<file path="config.mk">
export PLATFORM = sky130hd
export DESIGN_NAME = panda_risc_v_dsptc_queue
export DESIGN_NICKNAME = d
export VERILOG_FILES = /design/src/rtl/panda_risc_v_dsptc_queue.sv
export SDC_FILE = /design/constraint.sdc
export NUM_CORES = 1
export LEC_CHECK = 0
export CAP_MARGIN = 10
export CORE_MARGIN = 1
export CORE_UTILIZATION = 42
export CTS_CLUSTER_SIZE = 28
export DETAILED_ROUTE_END_ITERATION = 8
export GPL_ROUTABILITY_DRIVEN = 0
export PLACE_DENSITY = 0.63
export SLEW_MARGIN = 20
export SYNTH_ARGS = -nofsm -noshare
export SYNTH_HDL_FRONTEND = slang
export SYNTH_SLANG_ARGS = --single-unit
</file>
<file path="constraint.sdc">
create_clock -name clk -period 23.1 [get_ports clk]
set_input_delay 2.31 -clock clk [delete_from_list [all_inputs] [get_ports clk]]
set_output_delay 2.31 -clock clk [all_outputs]
set_load 0.005 [all_outputs]
</file>
<file path="src/rtl/panda_risc_v_dsptc_queue.sv">
// Dispatch queue: in-order FIFO of decoded instructions. The head entry is issued to one of
//   CH_N execution channels, gated by RAW/WAW hazard flags from the dependency checker.
// Latency: an entry pushed at edge N can first be issued in cycle N+1. There is no bypass.
// Backpressure: s_dcd_ready drops when the queue is full or during flush/soft reset. It
//   ignores same-cycle pops. m_valid is not sticky: a hazard, flush or soft reset withdraws it.
// Ports: clk/sys_resetn (async, active-low), sys_reset_req (soft clear), flush_req;
//   s_dcd_* decoder push side; raw_dpc_check_*_id out / *_dpc in for hazard lookup;
//   m_payload/m_valid/m_ready channel issue side; fifo_cnt plus dispatch/stall/error counters.
module panda_risc_v_dsptc_queue #(
  parameter int CH_N             = 6,
  parameter int PAYLOAD_W        = 96,
  parameter int FIFO_DEPTH       = 4,
  parameter int simulation_delay = 1
) (
  input  logic                              clk,
  input  logic                              sys_resetn,
  input  logic                              sys_reset_req,
  input  logic                              flush_req,
  input  logic [PAYLOAD_W-1:0]              s_dcd_payload,
  input  logic [$clog2(CH_N)-1:0]           s_dcd_unit_id,
  input  logic [4:0]                        s_dcd_rs1_id,
  input  logic [4:0]                        s_dcd_rs2_id,
  input  logic [4:0]                        s_dcd_rd_id,
  input  logic [2:0]                        s_dcd_reg_vld,
  input  logic                              s_dcd_valid,
  output logic                              s_dcd_ready,
  output logic [4:0]                        raw_dpc_check_rs1_id,
  output logic [4:0]                        raw_dpc_check_rs2_id,
  output logic [4:0]                        raw_dpc_check_rd_id,
  input  logic                              rs1_raw_dpc,
  input  logic                              rs2_raw_dpc,
  input  logic                              rd_waw_dpc,
  output logic [PAYLOAD_W-1:0]              m_payload,
  output logic [CH_N-1:0]                   m_valid,
  input  logic [CH_N-1:0]                   m_ready,
  output logic [$clog2(FIFO_DEPTH):0]       fifo_cnt,
  output logic [31:0]                       dsptc_cnt,
  output logic [31:0]                       stall_cnt,
  output logic [15:0]                       unit_err_cnt
);

  localparam int UW = $clog2(CH_N);
  localparam int PW = $clog2(FIFO_DEPTH);
  localparam int CW = PW + 1;

  // Elaboration-time sanity check of the parameter set.
  if (CH_N < 2 || CH_N > 16 || FIFO_DEPTH < 2 || (FIFO_DEPTH & (FIFO_DEPTH - 1)) != 0 ||
      simulation_delay < 0) begin : g_param_err
    $error("panda_risc_v_dsptc_queue: illegal parameter set");
  end

  typedef struct packed {
    logic [PAYLOAD_W-1:0] payload;
    logic [UW-1:0]        unit_id;
    logic [4:0]           rs1;
    logic [4:0]           rs2;
    logic [4:0]           rd;
    logic [2:0]           vld;
  } entry_t;

  entry_t        mem_q [FIFO_DEPTH];
  entry_t        mem_d [FIFO_DEPTH];
  logic [CW-1:0] cnt_q,   cnt_d;
  logic [PW-1:0] rptr_q,  rptr_d;
  logic [PW-1:0] wptr_q,  wptr_d;
  logic [31:0]   dsptc_q, dsptc_d;
  logic [31:0]   stall_q, stall_d;
  logic [15:0]   err_q,   err_d;

  entry_t head;
  logic   nonempty, ctrl_blk, unit_ok, hazard, issue_ok;
  logic   push, pop_ok, discard, stall_inc;

  assign head     = mem_q[rptr_q];
  assign nonempty = (cnt_q != '0);
  assign ctrl_blk = flush_req | sys_reset_req;
  assign unit_ok  = (int'(head.unit_id) < CH_N);
  assign hazard   = (head.vld[0] & rs1_raw_dpc) | (head.vld[1] & rs2_raw_dpc) |
                    (head.vld[2] & rd_waw_dpc);
  assign issue_ok = nonempty & unit_ok & ~hazard & ~ctrl_blk;

  // Ready is qualified by the reset pin so it reads 0 throughout reset.
  assign s_dcd_ready = sys_resetn & (cnt_q != CW'(FIFO_DEPTH)) & ~ctrl_blk;
  assign push        = s_dcd_valid & s_dcd_ready;

  always_comb begin
    m_valid = '0;
    for (int i = 0; i < CH_N; i++) begin
      m_valid[i] = issue_ok & (int'(head.unit_id) == i);
    end
  end

  assign pop_ok    = |(m_valid & m_ready);
  // An out-of-range unit_id can never handshake, so it is dropped to unblock the queue.
  assign discard   = nonempty & ~unit_ok & ~ctrl_blk;
  assign stall_inc = nonempty & unit_ok & hazard;

  assign raw_dpc_check_rs1_id = nonempty ? head.rs1 : 5'd0;
  assign raw_dpc_check_rs2_id = nonempty ? head.rs2 : 5'd0;
  assign raw_dpc_check_rd_id  = nonempty ? head.rd  : 5'd0;
  assign m_payload            = nonempty ? head.payload : '0;

  assign fifo_cnt     = cnt_q;
  assign dsptc_cnt    = dsptc_q;
  assign stall_cnt    = stall_q;
  assign unit_err_cnt = err_q;

  always_comb begin
    mem_d   = mem_q;
    cnt_d   = cnt_q;
    rptr_d  = rptr_q;
    wptr_d  = wptr_q;
    dsptc_d = dsptc_q;
    stall_d = stall_q;
    err_d   = err_q;
    if (push) begin
      mem_d[wptr_q] = '{payload: s_dcd_payload, unit_id: s_dcd_unit_id, rs1: s_dcd_rs1_id,
                        rs2: s_dcd_rs2_id, rd: s_dcd_rd_id, vld: s_dcd_reg_vld};
    end
    if (sys_reset_req) begin
      cnt_d   = '0;
      rptr_d  = '0;
      wptr_d  = '0;
      dsptc_d = '0;
      stall_d = '0;
      err_d   = '0;
    end else begin
      if (flush_req) begin
        cnt_d  = '0;
        rptr_d = '0;
        wptr_d = '0;
      end else begin
        // Pointers wrap naturally since the depth is a power of two.
        wptr_d = wptr_q + PW'(push);
        rptr_d = rptr_q + PW'(pop_ok | discard);
        cnt_d  = cnt_q + CW'(push) - CW'(pop_ok | discard);
      end
      if (pop_ok)                     dsptc_d = dsptc_q + 32'd1;
      if (stall_inc && stall_q != '1) stall_d = stall_q + 32'd1;
      if (discard && err_q != '1)     err_d   = err_q + 16'd1;
    end
  end

  always_ff @(posedge clk or negedge sys_resetn) begin
    if (!sys_resetn) begin
      cnt_q   <= '0;
      rptr_q  <= '0;
      wptr_q  <= '0;
      dsptc_q <= '0;
      stall_q <= '0;
      err_q   <= '0;
    end else begin
      cnt_q   <= cnt_d;
      rptr_q  <= rptr_d;
      wptr_q  <= wptr_d;
      dsptc_q <= dsptc_d;
      stall_q <= stall_d;
      err_q   <= err_d;
    end
  end

  // Instruction storage carries no reset.
  always_ff @(posedge clk) begin
    mem_q <= mem_d;
  end

endmodule

</file>
==> PnR_summary.wiki, run 1 <==
{| class="wikitable"
! Metric !! Value
|-
| Post-detail-place hpwl || 30.0 mm
|-
| Required arrival time at the worst endpoint || 20.79 ns
|-
| Critical R2R Launch || rptr_q[1]
|-
| Xor and xnor fraction of the mapped netlist area || 1.83%
|-
| Worst clock skew || 0.0129 ns
|-
| Area of the core || 0.0527 sq mm
|-
| Layout net count || 1,766
|-
| Insertion delay of the later-clocked pin in the worst-skew pair || 0.59 ns
|-
| Synth Warn # || 0
|-
| Number of enable flip-flop cells after synthesis || 468
|-
| Crit path cell chain || buf_2 > buf_4 > or2_1 > nor4_4 > nand2b_1 > nor3b_1 > clkdlybuf4s50_1
|-
| Shortest period the worst path allows || 7.27 ns
|-
| Worst slew margin || 33.8%
|-
| Number of core rows || 84
|-
| Unrepaired setup endpoints after global routing || false
|-
| Leading cell type in the layout, fill and taps excluded || edfxtp_1
|-
| Unique cell type count in the Yosys netlist || 58
|-
| Total of flip-flops plus latches after synthesis || 555
|-
| Area leader, netlist || edfxtp_1
|-
| Mux share of post-synthesis cell area || 12.1%
|-
| Crit share post-route || 31.5%
|-
| Number of input and output port buffers inserted || 331
|-
| Sequential share of the synthesized area || 72.3%
|-
| Mean area per synthesized cell || 17.6 sq um
|-
| Cts hold-fix bufs || 0
|-
| Leakage power || 0.00920 uW
|-
| CTS H-Tree Depth || 2
|-
| Slew at the pin with the worst max-slew slack || 0.994 ns
|-
| Adder-Cell Fraction of Synth Area || 0.479%
|-
| Launch point of the critical path || sys_reset_req
|-
| Maximum operating frequency || 137 MHz
|-
| First-pass GRT wire length || 76.6 mm
|-
| Net count after synthesis || 1,415
|-
| Count of unresolved DRC violations after routing || 0
|-
| Complex-gate fraction of the synthesized area || 2.41%
|-
| Overall power after layout || 2130 uW
|-
| Root buffer cell || clkbuf_16
|-
| Top area cells in the synthesized netlist || edfxtp_1 63%, mux4_2 12%, dfrtp_1 9.7%
|-
| Initial DRC Count || 805
|-
| Post-CTS repair timing setup buffer count || 0
|-
| PostCTS Resize Cnt || 0
|-
| Number of global-route vias before repair || 13,102
|-
| Worst path max stage delay || 0.79 ns
|-
| Hold path startpoint || dsptc_cnt[31]
|-
| Die area || 0.0544 sq mm
|-
| Number of max-slew violations in the final report || 0
|-
| Maximum buffer depth of the clock tree || 3
|-
| Arrival time worst endpoint || 4.96 ns
|-
| Finish-stage setup viols || 0
|-
| Critical path launch point type || primary input
|-
| Via-to-Cell Ratio || 5.36
|-
| Die height || 233 um
|-
| Antenna violations before repair || 10
|-
| TritonCTS clock tree || done
|-
| # clock sinks || 555
|-
| WS Path Type || in -> out
|-
| Post-route worst hold slack || 0.536 ns
|-
| Most used DFF post-synth || edfxtp_1
|-
| Ports || 332
|-
| Area overhead of the layout relative to synthesis || 27.4%
|-
| Drt total wl || 50.2 mm
|-
| Slack of the worst reg-to-reg path || 18.05 ns
|-
| Largest net degree at the start of global routing || 118
|-
| Outcome || completed
|-
| Starting density of the core || 42.6%
|-
| Via count || 12,665
|-
| Leading cell types in the layout, fill and taps excluded || 468 x edfxtp_1, 329 x clkdlybuf4s50_1, 117 x mux4_2
|-
| Ratio of total power to cell area || 74.6 mW/mm^2
|-
| Main combinational cell family by area after synthesis || multiplexers
|-
| Cell area after synthesis || 0.0224 sq mm
|-
| Total routing usage reported by global routing || 18.6%
|-
| Peak ir drop on the vdd network || 88.4 uV
|-
| Share of the synthesized area in the top cell type || 62.6%
|-
| Chip width || 233 um
|-
| Maximum fanout along the worst path || 70
|-
| First-pass iteration count of the detailed router || 5
|-
| Antenna-violating nets left || 0
|-
| Setup TNS Final || 0 ns
|-
| Class of the tightest hold or removal check || reg -> reg
|-
| Slowest stage cell, crit path || nor4_4
|-
| Total clock buffers created by CTS || 59
|-
| Share of synthesized flip-flops with an asynchronous set or reset || 15.7%
|-
| Max_cap viols || 0
|-
| Number of cells produced by synthesis || 1,276
|-
| Total grt overflow || 0
|-
| Share of synthesized cell area in and, or, nand and nor gates || 9.44%
|-
| Fraction of final layout cells sized beyond drive strength 1 || 15.1%
|-
| WL/cell || 21.2 um
|-
| Kind of end point of the critical path || primary output
|-
| Register clock-pin slew on the reported worst setup and hold paths || 0.06 ns
|-
| Final Hold Violating Endpoints || 0
|}
## logic make-up (layout without fill, tap and decap cells)
family	count (synthesis)	in the layout
DFF	555	555
and+or+nand+nor	378	378
muxes	124	124
AOI/OAI and AO/OA	86	86
buffers and inverters	78	474
xor gates and xnor gates	47	47
adders and majority gates	8	8
other	0	1
## cell usage after synthesis, drive strengths merged, types with 6 or more instances
master,instances
or3,19
mux4,117
nor2,64
o21ai,27
nor4,11
buf,26
o2111ai,7
edfxtp,468
or4,12
and2,11
nor3,19
nand4,18
or2,6
nand3,27
dfrtp,87
a21oi,31
nand2,49
ha,7
inv,21
nor2b,113
xnor2,28
clkbuf,31
xor2,19
and3,12
## per-layer routing
metal,wire length (um),track usage [%]
met1,20900,24.2
met2,23700,29.5
met3,4590,6.98
met4,871,4.33
met5,134,0
## sequential cells by signal, summed over array words and instances, names as in the netlist
name,count
rptr_q,2
mem_q,468
dsptc_cnt,32
fifo_cnt,3
unit_err_cnt,16
wptr_q,2
stall_cnt,32
## worst max-delay path: cells and delay by family
family / cells / cell delay [ns]
buffers and inverters: 3 / 0.95
and+or+nand+nor: 4 / 1.67
## power breakdown
group / leakage, uW / switching (uW) / total [uW] / internal, uW
combinational: 0.00277 / 26.4 / 56.1 / 29.7
clock: 0.00100 / 382 / 983 / 601
sequential: 0.00543 / 1.03 / 1090 / 1090
## through the flow
stage	cell area (sq um)	util, %	cells	setup slack (ns)
2_1_floorplan	22400	-	1276	10.84
3_5_place_dp	26500	50.4	2254	15.82
6_report	28600	54.3	2361	15.83
3_3_place_gp	26500	50.4	2254	15.85
4_1_cts	28600	54.3	2360	15.81
5_1_grt	28600	54.3	2360	15.65
## final timing paths
| check | depth (start not counted) | end |
|---|---|---|
| worst max register to register | 15 | fifo_cnt[2] |
| min in group asynchronous | 1 | dsptc_cnt[20] |
| worst max-delay path | 7 | m_valid[4] |
| worst min-delay path | 2 | dsptc_cnt[31] |
| max in group asynchronous | 2 | stall_cnt[12] |
| worst min register to register | 2 | dsptc_cnt[31] |
## area by class of cell
cell class                      count  area, sq um
Fill cell                        4179        24100
Sequential cell                   555        16200
Multi-Input combinational cell    643         5920
Timing Repair Buffer              347         3450
Clock buffer                       66         1550
Tap cell                          688          861
Clock inverter                     40          488
Inverter                           21         78.8
Antenna cell                        1         2.50
No activity file was read; power rests on OpenSTA's default activity.
==> run 2, diff against run 1 <==
clock period = 7.3 ns   (was 23.1 ns; I/O delays follow)
==> PnR_summary.wiki, run 2 (synthesized netlist as in run 1, its figures left out) <==
{| class="wikitable"
! Metric !! Value
|-
| Net switching power figure || 1250 uW (was 409 uW)
|-
| Maximum operating frequency || 205 MHz
|-
| WS Path Type || reg -> out (was in -> out)
|-
| Share of total power in the clock network || 43.5% (was 46.1%)
|-
| Total clock buffers created by CTS || 56 (was 59)
|-
| Met2 Wirelength || 24.0 mm (was 23.7 mm)
|-
| Ports || 332 (unchanged)
|-
| Total routing usage reported by global routing || 18.6% (about the same)
|-
| Cell Int Power || 5180 uW (was 1720 uW)
|-
| CTS H-Tree Depth || 2 (unchanged)
|-
| Number of global-route vias before repair || 12,980 (was 13,102)
|-
| Required arrival time at the worst endpoint || 6.57 ns (was 20.79 ns)
|-
| PostCTS Resize Cnt || 0 (unchanged)
|-
| Met1 wire length || 21.3 mm (was 20.9 mm)
|-
| Initial DRC Count || 827 (was 805)
|-
| Largest net degree at the start of global routing || 118 (unchanged)
|-
| Antenna violations before repair || 13 (was 10)
|-
| Fraction of final layout cells sized beyond drive strength 1 || 14.2% (was 15.1%)
|-
| Number of input and output port buffers inserted || 331 (unchanged)
|-
| Root buffer cell || clkbuf_16 (unchanged)
|-
| Area of the core || 0.0527 sq mm (unchanged)
|-
| Kind of end point of the critical path || primary output (unchanged)
|-
| Starting density of the core || 42.6% (unchanged)
|-
| Via-to-Cell Ratio || 5.33 (was 5.36)
|-
| Max reg flops || 468 (unchanged)
|-
| Count of unresolved DRC violations after routing || 0 (unchanged)
|-
| Layout net count || 1,760 (was 1,766)
|-
| Cells on worst reg2reg path || 13 (was 15)
|-
| Maximum fanout along the worst path || 67 (was 70)
|-
| Final Hold Violating Endpoints || 0 (unchanged)
|-
| Worst clock skew || 0.0167 ns (was 0.0129 ns)
|-
| Leading cell type in the layout, fill and taps excluded || edfxtp_1 (unchanged)
|-
| # clock sinks || 555 (unchanged)
|-
| Max_cap viols || 0 (unchanged)
|-
| Die height || 233 um (unchanged)
|-
| Drt total wl || 50.2 mm (about the same)
|-
| First-pass GRT wire length || 76.6 mm (about the same)
|-
| Class of the tightest hold or removal check || in -> async (was reg -> reg)
|-
| Crit share post-route || 66.9%
|-
| First-pass iteration count of the detailed router || 4 (was 5)
|-
| Unrepaired setup endpoints after global routing || false (unchanged)
|-
| Highest Signal Layer || met5 (unchanged)
|-
| Insertion delay of the later-clocked pin in the worst-skew pair || 0.59 ns (about the same)
|-
| Ratio of total power to cell area || 227 mW/mm^2 (was 74.6 mW/mm^2)
|-
| Setup TNS Final || 0 ns (unchanged)
|-
| Number of max-slew violations in the final report || 0 (unchanged)
|-
| Register clock-pin slew on the reported worst setup and hold paths || 0.06 ns (about the same)
|-
| Via count || 12,581 (was 12,665)
|-
| Critical path launch point type || flop (was primary input)
|-
| Maximum buffer depth of the clock tree || 3 (unchanged)
|-
| Post-detail-place hpwl || 30.4 mm (was 30.0 mm)
|-
| TritonCTS clock tree || done (unchanged)
|-
| Area overhead of the layout relative to synthesis || 26.4% (was 27.4%)
|-
| Total grt overflow || 0 (unchanged)
|-
| Post-place setup slack || 3.00 ns (was 15.82 ns)
|-
| Antenna-violating nets left || 0 (unchanged)
|-
| Leakage power || 0.00908 uW (was 0.00920 uW)
|-
| Leading cell types in the layout, fill and taps excluded || 468 x edfxtp_1, 329 x clkdlybuf4s50_1, 117 x mux4_2 (unchanged)
|-
| Cts hold-fix bufs || 0 (unchanged)
|-
| Seq pwr share || 53.7% (was 51.2%)
|-
| Slew at the pin with the worst max-slew slack || 1.10 ns (was 0.994 ns)
|-
| Number of core rows || 84 (unchanged)
|-
| Die area || 0.0544 sq mm (unchanged)
|-
| Worst slew margin || 26.9% (was 33.8%)
|-
| Routed met3 length || 3.81 mm (was 4.59 mm)
|-
| Arrival time worst endpoint || 4.15 ns (was 4.96 ns)
|-
| Switching Fraction || 19.5% (was 19.2%)
|-
| Outcome || completed (unchanged)
|-
| Shortest period the worst path allows || 4.88 ns
|-
| Largest register by flop count || mem_q (unchanged)
|-
| Finish-stage setup viols || 0 (unchanged)
|-
| Chip width || 233 um (unchanged)
|-
| WL/cell || 21.3 um (was 21.2 um)
|-
| Post-CTS repair timing setup buffer count || 0 (unchanged)
|-
| Share of power burned in combinational logic || 2.8% (was 2.6%)
|-
| Crit path setup slack, layout || 2.42 ns (was 15.83 ns)
|-
| Peak ir drop on the vdd network || 251 uV (was 88.4 uV)
|}
run 2: changes by cell type in the layout (fill, tap and decap cells not counted), sizes merged:
cell      delta
buf          -3
bufinv       -6
clkbuf      +14
clkinv       -8
clkinvlp     -2
diode        +3
run 2: worst max-delay path: stages, from the launching register on:
cell	delay, ns
dfrtp_4	1.15
mux4_2	0.42
a22o_1	0.33
nor4_4	0.67
nand2b_1	0.19
nor3b_1	0.24
clkdlybuf4s50_1	0.53
run 2: power by group through the flow:
stage                     combinational, uW  clock, uW  sequential, uW
after floorplan                        44.8          0            3520
after global placement                  178          0            3520
after detailed placement                182          0            3520
after CTS                               183       2860            3460
after global routing                    195       2980            3460
final                                   180       2800            3460
run 2: final timing paths:
path,from,slack (ns),endpoint
setup / recovery,rptr_q[1],2.42,m_valid[4]
hold / removal,sys_resetn,0.07,dsptc_cnt[21]
setup reg to reg,rptr_q[1],3.29,fifo_cnt[2]
hold reg to reg,dsptc_cnt[31],0.54,dsptc_cnt[31]
max in group asynchronous,sys_resetn,6.05,rptr_q[0]
min in group clk,dsptc_cnt[31],0.54,dsptc_cnt[31]
run 2: metal layers:
metal,global-route usage (%),up-vias
met5,0,-
met4,4.92,20
met3,5.51,79
met2,29.6,330
met1,25.0,6474
li1,-,5678
run 2: cell type report:
class	count	area (sq um)
Fill cell	4207	24300
Clock buffer	80	1530
Antenna cell	4	10.0
Sequential cell	555	16200
Clock inverter	24	254
Tap cell	688	861
Timing Repair Buffer	344	3450
Inverter	21	78.8
Multi-Input combinational cell	643	5940
run 2: stage by stage:
stage | cells | util, % | area, sq um | power (uW) | hold WS (ns)
2_1_floorplan | 1276 | - | 22500 | 3570 | 0.434
3_3_place_gp | 2251 | 50.4 | 26600 | 3700 | 0.516
3_5_place_dp | 2251 | 50.4 | 26600 | 3710 | 0.541
4_1_cts | 2355 | 53.8 | 28300 | 6500 | 0.0437
5_1_grt | 2356 | 53.9 | 28400 | 6630 | 0.0648
6_report | 2359 | 53.9 | 28400 | 6430 | 0.0679
==> run 3, diff against run 2 <==
PLACE_DENSITY = 0.66   (was 0.63)
clock period = 4.3 ns   (was 7.3 ns; I/O delays follow)
==> PnR_summary.wiki, run 3 (synthesized netlist as in run 1, its figures left out) <==
{| class="wikitable"
! Metric !! Value
|-
| Worst clock skew || 0.0138 ns (was 0.0167 ns)
|-
| Number of input and output port buffers inserted || 331 (unchanged)
|-
| Die height || 233 um (unchanged)
|-
| Fill cell total of the finished layout || 4,150 (was 4,207)
|-
| Worst slew margin || 41.0% (was 26.9%)
|-
| Final Hold Violating Endpoints || 0 (unchanged)
|-
| Post-detail-place hpwl || 31.2 mm (was 30.4 mm)
|-
| Finish-stage setup viols || 0 (unchanged)
|-
| Fraction of final layout cells sized beyond drive strength 1 || 14.8% (was 14.2%)
|-
| First-pass iteration count of the detailed router || 5 (was 4)
|-
| Sequential cell area || 0.0162 sq mm (unchanged)
|-
| Worst path top cell family by delay || buffers and inverters (was flip-flops)
|-
| Starting density of the core || 42.6% (unchanged)
|-
| Max_cap viols || 0 (unchanged)
|-
| Leading cell types in the layout, fill and taps excluded || 468 x edfxtp_1, 329 x clkdlybuf4s50_1, 117 x mux4_2 (unchanged)
|-
| Unrepaired setup endpoints after global routing || false (unchanged)
|-
| Largest net degree at the start of global routing || 96 (was 118)
|-
| Worst path max stage delay || 0.68 ns (was 1.15 ns)
|-
| Critical path launch point type || flop (unchanged)
|-
| Setup TNS Final || 0 ns (unchanged)
|-
| Post-CTS repair timing setup buffer count || 0 (unchanged)
|-
| Final Cell Area || 0.0286 sq mm (was 0.0284 sq mm)
|-
| Peak ir drop on the vdd network || 332 uV (was 251 uV)
|-
| Required arrival time at the worst endpoint || 3.87 ns (was 6.57 ns)
|-
| Layout net count || 1,776 (was 1,760)
|-
| First-pass GRT wire length || 77.2 mm (was 76.6 mm)
|-
| Number of global-route vias before repair || 13,121 (was 12,980)
|-
| TritonCTS clock tree || done (unchanged)
|-
| Crit path cell chain || nor3_2 > buf_4 > buf_4 > nor2b_1 > clkdlybuf4s50_1 (was mux4_2 > a22o_1 > nor4_4 > nand2b_1 > nor3b_1 > clkdlybuf4s50_1)
|-
| Maximum fanout along the worst path || 58 (was 67)
|-
| Register clock-pin slew on the reported worst setup and hold paths || 0.06 ns (about the same)
|-
| PostCTS Resize Cnt || 0 (unchanged)
|-
| # clock sinks || 555 (unchanged)
|-
| Multi-input logic area || 0.00594 sq mm (about the same)
|-
| Antenna violations before repair || 7 (was 13)
|-
| Number of max-slew violations in the final report || 0 (unchanged)
|-
| Shortest period the worst path allows || 3.86 ns
|-
| Total grt overflow || 0 (unchanged)
|-
| Arrival time worst endpoint || 3.43 ns (was 4.15 ns)
|-
| Root buffer cell || clkbuf_16 (unchanged)
|-
| Total clock buffers created by CTS || 58 (was 56)
|-
| Area overhead of the layout relative to synthesis || 27.2% (was 26.4%)
|-
| Drt total wl || 50.6 mm (was 50.2 mm)
|-
| Class of the tightest hold or removal check || in -> reg (was in -> async)
|-
| WL/cell || 21.3 um (about the same)
|-
| Slowest stage cell, crit path || buf_4 (was dfrtp_4)
|-
| Leakage power || 0.00914 uW (was 0.00908 uW)
|-
| Slew at the pin with the worst max-slew slack || 0.885 ns (was 1.10 ns)
|-
| Die area || 0.0544 sq mm (unchanged)
|-
| Antenna-violating nets left || 0 (unchanged)
|-
| Largest register by flop count || mem_q (unchanged)
|-
| Post-route worst hold slack || 0.215 ns (was 0.0679 ns)
|-
| Outcome || completed (unchanged)
|-
| Via count || 12,638 (was 12,581)
|-
| Area of the core || 0.0527 sq mm (unchanged)
|-
| Cell repeated most along the worst path || buf_4
|-
| Maximum operating frequency || 259 MHz
|-
| Total routing usage reported by global routing || 18.7% (was 18.6%)
|-
| Insertion delay of the later-clocked pin in the worst-skew pair || 0.60 ns (was 0.59 ns)
|-
| Maximum buffer depth of the clock tree || 3 (unchanged)
|-
| Chip width || 233 um (unchanged)
|-
| Ratio of total power to cell area || 382 mW/mm^2 (was 227 mW/mm^2)
|-
| Leading cell type in the layout, fill and taps excluded || edfxtp_1 (unchanged)
|-
| Count of unresolved DRC violations after routing || 0 (unchanged)
|-
| Total cell area at the placement stage || 0.0267 sq mm (was 0.0266 sq mm)
|-
| Max reg flops || 468 (unchanged)
|-
| Critical path buffer and inverter count || 3 (was 1)
|-
| Crit share post-route || 89.8%
|-
| CTS H-Tree Depth || 2 (unchanged)
|-
| Initial DRC Count || 819 (was 827)
|-
| Via-to-Cell Ratio || 5.33 (about the same)
|-
| Ports || 332 (unchanged)
|-
| Kind of end point of the critical path || primary output (unchanged)
|-
| Number of core rows || 84 (unchanged)
|-
| WS Path Type || reg -> out (unchanged)
|}
[run 3: cell types whose count changed in the layout (fill, tap and decap cells not counted), moves of 2 or more]
cell	delta
clkinv_1	+11
clkbuf_8	-4
diode_2	-3
buf_12	+6
clkinv_2	-7
buf_4	+7
clkinv_4	+3
clkbuf_1	-9
clkinvlp_4	+2
clkbuf_16	+2
[run 3: worst min-delay path, delay by kind of cell]
kind	cells	cell delay, ns
simple gates	2	0.21
buf+inv	1	0.12
[run 3: path summary, 6_finish.rpt]
kind | from | endpoint | slack, ns | depth (start not counted)
setup / recovery | fifo_cnt[1] | m_payload[88] | 0.44 | 5
hold / removal | sys_reset_req | fifo_cnt[0] | 0.21 | 3
setup reg to reg | rptr_q[0] | fifo_cnt[2] | 0.87 | 13
hold reg to reg | dsptc_cnt[31] | dsptc_cnt[31] | 0.55 | 2
max in group asynchronous | sys_resetn | rptr_q[0] | 2.80 | 3
min in group asynchronous | sys_resetn | dsptc_cnt[19] | 0.31 | 2
[run 3: per-stage QoR]
stage / setup WS [ns] / instances / utilization (%) / power (uW)
after floorplan: -0.182 / 1276 / - / 6060
after global placement: 0.845 / 2264 / 50.8 / 6280
after detailed placement: 0.777 / 2264 / 50.8 / 6290
after CTS: 0.293 / 2368 / 54.2 / 11000
after global routing: 0.188 / 2368 / 54.2 / 11200
final: 0.440 / 2369 / 54.2 / 10900
[run 3: metal layers]
metal	wire (um)	vias up	global-route usage, %
li1	-	5718	-
met1	21200	6495	24.4
met2	24000	339	29.8
met3	4420	72	6.80
met4	856	14	4.15
met5	72	-	0
[run 3: repair_timing]
item | in CTS | in global routing
endpoints found under the setup margin | 0 | 0
endpoints found under the hold margin | 28 | 0
hold buffers | 1 | 0
[run 3: report_power, final]
part / internal [uW] / leakage (uW) / switching, uW
clock: 2710 / 0.000867 / 2010
sequential: 5860 / 0.00543 / 5.74
combinational: 164 / 0.00284 / 144
[run 3: cell type report]
type	count	area share (%)
flip-flops and latches	555	56.9
clock inverters	34	1.05
clock buffers	69	5.23
inverters	21	0.276
multi-input cells	643	20.8
well taps	688	3.01
diodes	1	0.00876
repair buffers	358	12.7
